File: src/rtl/ula_sequenciador_if.sv
// ula_sequenciador_if
// Bundles the three buses around the ULA sequencer:
//   - request handshake: pedido_valido/pedido_pronto plus controle, operands and
//     repeat count.
//   - ULA drive/return: operands and controle toward the combinational ULA,
//     result and Z/C/S/O flags back.
//   - response handshake: resp_valido/resp_pronto plus final result and flags,
//     and the ocupado status bit.
// Modports:
//   master - the sequencer itself.
//   slave  - the environment: requester, ULA and response consumer.
interface ula_sequenciador_if #(
   parameter int bits_palavra = 3,
   parameter int QTD_BITS     = 3
);
   logic                           pedido_valido;
   logic                           pedido_pronto;
   logic        [4:0]              pedido_controle;
   logic signed [bits_palavra-1:0] pedido_opA;
   logic signed [bits_palavra-1:0] pedido_opB;
   logic        [QTD_BITS-1:0]     pedido_qtd;

   logic signed [bits_palavra-1:0] ula_operandoA;
   logic signed [bits_palavra-1:0] ula_operandoB;
   logic        [4:0]              ula_controle;
   logic signed [bits_palavra-1:0] ula_resultado;
   logic                           ula_Z;
   logic                           ula_C;
   logic                           ula_S;
   logic                           ula_O;

   logic                           resp_valido;
   logic                           resp_pronto;
   logic signed [bits_palavra-1:0] resp_resultado;
   logic                           resp_Z;
   logic                           resp_C;
   logic                           resp_S;
   logic                           resp_O;
   logic                           ocupado;

   modport master (
      input  pedido_valido, pedido_controle, pedido_opA, pedido_opB, pedido_qtd,
      output pedido_pronto,
      output ula_operandoA, ula_operandoB, ula_controle,
      input  ula_resultado, ula_Z, ula_C, ula_S, ula_O,
      output resp_valido, resp_resultado, resp_Z, resp_C, resp_S, resp_O,
      input  resp_pronto,
      output ocupado
   );

   modport slave (
      output pedido_valido, pedido_controle, pedido_opA, pedido_opB, pedido_qtd,
      input  pedido_pronto,
      input  ula_operandoA, ula_operandoB, ula_controle,
      output ula_resultado, ula_Z, ula_C, ula_S, ula_O,
      input  resp_valido, resp_resultado, resp_Z, resp_C, resp_S, resp_O,
      output resp_pronto,
      input  ocupado
   );
endinterface

File: src/rtl/ula_sequenciador.sv
// ula_sequenciador
// Multi-cycle sequencer in front of the combinational ULA. Accepts one request
// at a time, runs the ULA pedido_qtd+1 times with the result fed back into
// operand A (operand B held constant), then presents the final result and flags
// until the consumer takes them. Z/C/S come from the last execution; O is the
// OR of every execution of the request.
// Ports:
//   clock - rising-edge clock.
//   reset - asynchronous, active-high; aborts any request in flight.
//   bus   - ula_sequenciador_if.master: request, ULA and response buses.
module ula_sequenciador #(
   parameter int bits_palavra = 3,
   parameter int QTD_BITS     = 3
) (
   input  logic                  clock,
   input  logic                  reset,
   ula_sequenciador_if.master    bus
);

   typedef enum logic [1:0] {
      OCIOSO   = 2'd0,
      EXECUTA  = 2'd1,
      RESPONDE = 2'd2
   } estado_t;

   estado_t estado, proximo;

   logic signed [bits_palavra-1:0] reg_A;
   logic signed [bits_palavra-1:0] reg_B;
   logic        [4:0]              reg_ctl;
   logic        [QTD_BITS-1:0]     contador;
   logic                           acc_O;

   logic signed [bits_palavra-1:0] resp_res;
   logic                           resp_z;
   logic                           resp_c;
   logic                           resp_s;
   logic                           resp_o;

   logic aceita;
   logic ultimo;

   assign aceita = (estado == OCIOSO) && bus.pedido_valido;
   assign ultimo = (estado == EXECUTA) && (contador == '0);

   // State register
   always_ff @(posedge clock or posedge reset) begin
      if (reset) estado <= OCIOSO;
      else       estado <= proximo;
   end

   // Next-state logic
   always_comb begin
      proximo = estado;
      case (estado)
         OCIOSO:   if (bus.pedido_valido) proximo = EXECUTA;
         EXECUTA:  if (contador == '0)    proximo = RESPONDE;
         RESPONDE: if (bus.resp_pronto)   proximo = OCIOSO;
         default:                         proximo = OCIOSO;
      endcase
   end

   // Status outputs
   always_comb begin
      bus.pedido_pronto = 1'b0;
      bus.resp_valido   = 1'b0;
      bus.ocupado       = 1'b1;
      case (estado)
         OCIOSO: begin
            bus.pedido_pronto = 1'b1;
            bus.ocupado       = 1'b0;
         end
         RESPONDE: bus.resp_valido = 1'b1;
         default: ;
      endcase
   end

   // Operand/counter registers and response capture. The counter only
   // decrements while non-zero, so an all-ones count gives 2^QTD_BITS passes
   // without wrapping.
   always_ff @(posedge clock or posedge reset) begin
      if (reset) begin
         reg_A    <= '0;
         reg_B    <= '0;
         reg_ctl  <= '0;
         contador <= '0;
         acc_O    <= 1'b0;
         resp_res <= '0;
         resp_z   <= 1'b0;
         resp_c   <= 1'b0;
         resp_s   <= 1'b0;
         resp_o   <= 1'b0;
      end else if (aceita) begin
         reg_A    <= bus.pedido_opA;
         reg_B    <= bus.pedido_opB;
         reg_ctl  <= bus.pedido_controle;
         contador <= bus.pedido_qtd;
         acc_O    <= 1'b0;
      end else if (estado == EXECUTA) begin
         acc_O <= acc_O | bus.ula_O;
         if (ultimo) begin
            resp_res <= bus.ula_resultado;
            resp_z   <= bus.ula_Z;
            resp_c   <= bus.ula_C;
            resp_s   <= bus.ula_S;
            resp_o   <= acc_O | bus.ula_O;
         end else begin
            reg_A    <= bus.ula_resultado;
            contador <= contador - 1'b1;
         end
      end
   end

   // ULA inputs come straight from registers, so they hold between requests.
   assign bus.ula_operandoA  = reg_A;
   assign bus.ula_operandoB  = reg_B;
   assign bus.ula_controle   = reg_ctl;

   assign bus.resp_resultado = resp_res;
   assign bus.resp_Z         = resp_z;
   assign bus.resp_C         = resp_c;
   assign bus.resp_S         = resp_s;
   assign bus.resp_O         = resp_o;

endmodule
File: src/flat_wrapper.sv
// flat-port wrapper written by rule: the top's interface ports become plain ports
module ula_sequenciador_flat 
#(
   parameter int bits_palavra = 3,
   parameter int QTD_BITS     = 3
)
  (clock, reset, bus_pedido_valido, bus_pedido_controle, bus_pedido_opA, bus_pedido_opB, bus_pedido_qtd, bus_pedido_pronto, bus_ula_operandoA, bus_ula_operandoB, bus_ula_controle, bus_ula_resultado, bus_ula_Z, bus_ula_C, bus_ula_S, bus_ula_O, bus_resp_valido, bus_resp_resultado, bus_resp_Z, bus_resp_C, bus_resp_S, bus_resp_O, bus_resp_pronto, bus_ocupado);
  ula_sequenciador_if #(.bits_palavra(bits_palavra), .QTD_BITS(QTD_BITS)) bus_i ();
  input  logic clock;
  input  logic reset;
  input wire logic [$bits(bus_i.pedido_valido)-1:0] bus_pedido_valido;
  input wire logic [$bits(bus_i.pedido_controle)-1:0] bus_pedido_controle;
  input wire logic [$bits(bus_i.pedido_opA)-1:0] bus_pedido_opA;
  input wire logic [$bits(bus_i.pedido_opB)-1:0] bus_pedido_opB;
  input wire logic [$bits(bus_i.pedido_qtd)-1:0] bus_pedido_qtd;
  output wire logic [$bits(bus_i.pedido_pronto)-1:0] bus_pedido_pronto;
  output wire logic [$bits(bus_i.ula_operandoA)-1:0] bus_ula_operandoA;
  output wire logic [$bits(bus_i.ula_operandoB)-1:0] bus_ula_operandoB;
  output wire logic [$bits(bus_i.ula_controle)-1:0] bus_ula_controle;
  input wire logic [$bits(bus_i.ula_resultado)-1:0] bus_ula_resultado;
  input wire logic [$bits(bus_i.ula_Z)-1:0] bus_ula_Z;
  input wire logic [$bits(bus_i.ula_C)-1:0] bus_ula_C;
  input wire logic [$bits(bus_i.ula_S)-1:0] bus_ula_S;
  input wire logic [$bits(bus_i.ula_O)-1:0] bus_ula_O;
  output wire logic [$bits(bus_i.resp_valido)-1:0] bus_resp_valido;
  output wire logic [$bits(bus_i.resp_resultado)-1:0] bus_resp_resultado;
  output wire logic [$bits(bus_i.resp_Z)-1:0] bus_resp_Z;
  output wire logic [$bits(bus_i.resp_C)-1:0] bus_resp_C;
  output wire logic [$bits(bus_i.resp_S)-1:0] bus_resp_S;
  output wire logic [$bits(bus_i.resp_O)-1:0] bus_resp_O;
  input wire logic [$bits(bus_i.resp_pronto)-1:0] bus_resp_pronto;
  output wire logic [$bits(bus_i.ocupado)-1:0] bus_ocupado;
  assign bus_i.pedido_valido = bus_pedido_valido;
  assign bus_i.pedido_controle = bus_pedido_controle;
  assign bus_i.pedido_opA = bus_pedido_opA;
  assign bus_i.pedido_opB = bus_pedido_opB;
  assign bus_i.pedido_qtd = bus_pedido_qtd;
  assign bus_pedido_pronto = bus_i.pedido_pronto;
  assign bus_ula_operandoA = bus_i.ula_operandoA;
  assign bus_ula_operandoB = bus_i.ula_operandoB;
  assign bus_ula_controle = bus_i.ula_controle;
  assign bus_i.ula_resultado = bus_ula_resultado;
  assign bus_i.ula_Z = bus_ula_Z;
  assign bus_i.ula_C = bus_ula_C;
  assign bus_i.ula_S = bus_ula_S;
  assign bus_i.ula_O = bus_ula_O;
  assign bus_resp_valido = bus_i.resp_valido;
  assign bus_resp_resultado = bus_i.resp_resultado;
  assign bus_resp_Z = bus_i.resp_Z;
  assign bus_resp_C = bus_i.resp_C;
  assign bus_resp_S = bus_i.resp_S;
  assign bus_resp_O = bus_i.resp_O;
  assign bus_i.resp_pronto = bus_resp_pronto;
  assign bus_ocupado = bus_i.ocupado;
  ula_sequenciador #(.bits_palavra(bits_palavra), .QTD_BITS(QTD_BITS)) u_core (.clock(clock), .reset(reset), .bus(bus_i));
endmodule
File: config.mk
export PLATFORM = sky130hd
export DESIGN_NAME = ula_sequenciador_flat
export DESIGN_NICKNAME = d
export VERILOG_FILES = /design/src/rtl/ula_sequenciador_if.sv /design/src/rtl/ula_sequenciador.sv /design/src/flat_wrapper.sv
export SDC_FILE = /design/constraint.sdc
export NUM_CORES = 1
export LEC_CHECK = 0
export CAP_MARGIN = 20
export CORE_ASPECT_RATIO = 1.1
export CORE_MARGIN = 2
export CORE_UTILIZATION = 35
export DETAILED_ROUTE_END_ITERATION = 7
export PLACE_DENSITY = 0.81
export SKIP_CTS_REPAIR_TIMING = 1
export SYNTH_ARGS = -nofsm -noshare
export SYNTH_HDL_FRONTEND = slang
export SYNTH_SLANG_ARGS = --single-unit
export TNS_END_PERCENT = 10
File: constraint.sdc
create_clock -name clock -period 1.6 [get_ports clock]
set_clock_uncertainty 0.1 [all_clocks]
set_input_delay 0.24 -clock clock [delete_from_list [all_inputs] [get_ports clock]]
set_output_delay 0.24 -clock clock [all_outputs]
set_load 0.02 [all_outputs]
==> results.md <==
* Commonest cells after routing, fill and taps aside: clkdlybuf4s50_1 (24), dfrtp_1 (23), dlymetal6s2s_1 (20)
* Placed cell count at 177
* Final non-filler cell total at 183
* Layout cells sized above 1 at 0.336
* Tmin final at 1.57 ns
* Max Slew Vio Count at 0
* # DRC at 0
* Critical path class: reg2reg
* Worst setup EP type: flip-flop
* Synth area leader: dfrtp_1
* Met3 usage at 0.0304
* CTS tree: yes
* Final ANT Viol Nets at 0
* Register area at ~600 um^2
* GR Util met1 at 0.175
* YS warnings at 0
* Multi-input logic area at 490 um^2
* Die ar. at ~0.0037 mm^2
* Worst path slowest cell: dfrtp_1
* Die Y-Extent at roughly 64 um
* Worst Path Max Fanout at 6
* Setup TNS at 0 ns
* Top cells by area, synth: dfrtp_1 (53%), mux2_2 (15%), mux2i_1 (5.3%)
* Cell variety after synth at 24
* Tot GR Track Use at 0.139
* Register bit total from synthesis at 24
* Synth Instances at 89
* Critical Path Start Type: flip-flop
* Pwr dens at 1800 mW/mm^2
* Worst slew margin at 0.803
* WL/cell at about 13 um
* H-tree levels at 1
* Post-DP HPWL at 1.86 mm
* Busiest grt layer: met2
* Sum of routed wire length over all layers at approximately 2.4 mm
* Layout Utilization at 0.593
* Fin crit share at 0.983
* Area grow syn2layout at 59.8%
* Core area at roughly 0.0031 mm^2
* LEAKAGE at between 0.9 and 1 nW
* Initial antenna violation count at 0
* Status: complete, no violations
* M2 GR Usage at 0.243
* Layout fillers at around 230
* Syn Std Cell Area at between 0.001 and 0.0015 mm^2
* Via density at roughly 4.8
* Clk slew on worst S/H paths at approximately 0.11 ns
* Worst path max stage delay at around 0.42 ns
* EDFF count, synth at 0
* Share of the synthesized area in the top cell type at 0.527
* GP Congestion at between 0.7 and 0.8
* # port buffers at 45
* # IOs at 46
* Die W at 58.4 um
* NumNets Final at ~180
* Commonest non-fill, non-tap cell in the layout: clkdlybuf4s50_1
* Fmax at roughly 640 MHz
* Final hold vios at 0
* Worst slew pin tran at ~0.30 ns
* Final setup viols at 0
* Syn_nets at 116
* Seq/Total Area, Yosys at 0.527
* RSZ-0062 raised after global routing: true
* Ys flop type: dfrtp_1
* Vias at 879
* TritonCTS Sinks at 24
* Grt total ovfl at 0
* Crit-path cells: buf_6 > nor3b_4 > mux2_2 > mux2_4
* Initial Util at 0.371
* CP arrival at 1.67 ns
* Row count at 21
* TritonCTS Buffers at 3
* Req. time, crit path at 1.70 ns
* Mean Syn Cell Area at approximately 13 um^2
* Diode count at 0
* Clock latency on the worst-skew pair at around 0.3 ns
* CTS root buf: clkbuf_4
* VDD IR max at between 0.001 and 0.0015 V
* Largest net degree at the start of global routing at 25
* Initial drt markers at 7
* Hold Crit Class: in2async
* Ys async rst share at 1.00
* First-pass GRT wire length at around 4.1 mm
* Max Cap Violations at 0
* Drt first pass iters at 4
* CTS Buffer Depth at 2
* Vias in the first global route at 983
synth_stat cells, types with 2 or more instances:
| master | number |
|---|---|
| a21oi_1 | 6 |
| a21oi_2 | 2 |
| buf_2 | 2 |
| buf_6 | 3 |
| dfrtp_1 | 24 |
| ha_1 | 2 |
| inv_1 | 8 |
| mux2_2 | 15 |
| mux2i_1 | 6 |
| nand2b_1 | 3 |
| nor2_1 | 5 |
layout make-up:
cell class	count	area share
clock buffer	3	0.0124
inverter	8	0.0165
multi-input combinational	52	0.269
sequential	24	0.330
tap	34	0.0234
timing repair buffer	62	0.348
sequential cells by signal, indices dropped and copies added (netlist names):
signal	count
u_core.acc_O	1
u_core.bus.resp_C	1
u_core.bus.resp_O	1
u_core.bus.resp_S	1
u_core.bus.resp_Z	1
u_core.bus.resp_resultado	3
u_core.bus.ula_controle	5
u_core.bus.ula_operandoA	3
u_core.bus.ula_operandoB	3
u_core.contador	3
u_core.estado	2
path summary, 6_finish.rpt:
kind	depth (start not counted)	startpoint	endpoint	slack [ns]
worst max-delay path	4	u_core.estado[1]$_DFFE_PP0P_	u_core.bus.ula_operandoA[2]$_DFFE_PP0P_	0.03
worst min-delay path	3	reset	u_core.bus.resp_resultado[1]$_DFFE_PP0P_	0.19
worst max register to register	4	u_core.estado[1]$_DFFE_PP0P_	u_core.bus.ula_operandoA[2]$_DFFE_PP0P_	0.03
worst min register to register	1	u_core.bus.ula_controle[2]$_DFFE_PP0N_	u_core.bus.ula_controle[2]$_DFFE_PP0N_	0.42
max in group asynchronous	3	reset	u_core.estado[0]$_DFFE_PP0P_	0.97
min in group clock	1	u_core.bus.ula_controle[2]$_DFFE_PP0N_	u_core.bus.ula_controle[2]$_DFFE_PP0N_	0.42
worst max-delay path: cells and delay by family (launching register included):
family                 cells  cell delay (ns)
buffers and inverters      1             0.14
DFF                        1             0.42
muxes                      2             0.60
and+or+nand+nor            1             0.20
logic make-up after synthesis:
kind of cell,count (synthesis),share of synthesized area
adder cells (fa/ha/maj),2,0.0220
buffers and inverters,13,0.0648
flip-flops,24,0.527
AO/OA/AOI/OAI,13,0.0834
multiplexers,22,0.214
AND/OR/NAND/NOR,15,0.0889
metrics by stage:
| step | total power [W] | area (um^2) | hold WS, ns | setup WS [ns] |
|---|---|---|---|---|
| 2_1_floorplan | 0.00217 | 1140 | 0.155 | -0.00580 |
| 3_3_place_gp | 0.00294 | 1690 | 0.392 | -0.169 |
| 3_5_place_dp | 0.00301 | 1690 | 0.395 | -0.181 |
| 4_1_cts | 0.00327 | 1720 | 0.194 | -0.335 |
| 5_1_grt | 0.00352 | 1820 | 0.238 | -0.0224 |
| 6_report | 0.00328 | 1820 | 0.188 | 0.0264 |
power breakdown:
group	switching, W	total, W	internal, W
clock	0.000159	0.000247	0.0000877
sequential	0.000180	0.00109	0.000908
combinational	0.000860	0.00194	0.00108
total	0.00120	0.00328	0.00208
routing by layer:
layer / share of wire / wire, um
met1: 0.42 / 992
met2: 0.51 / 1210
met3: 0.073 / 173
met4: 0 / 0
met5: 0 / 0
Note: power is estimated with default switching activity, not from simulation.
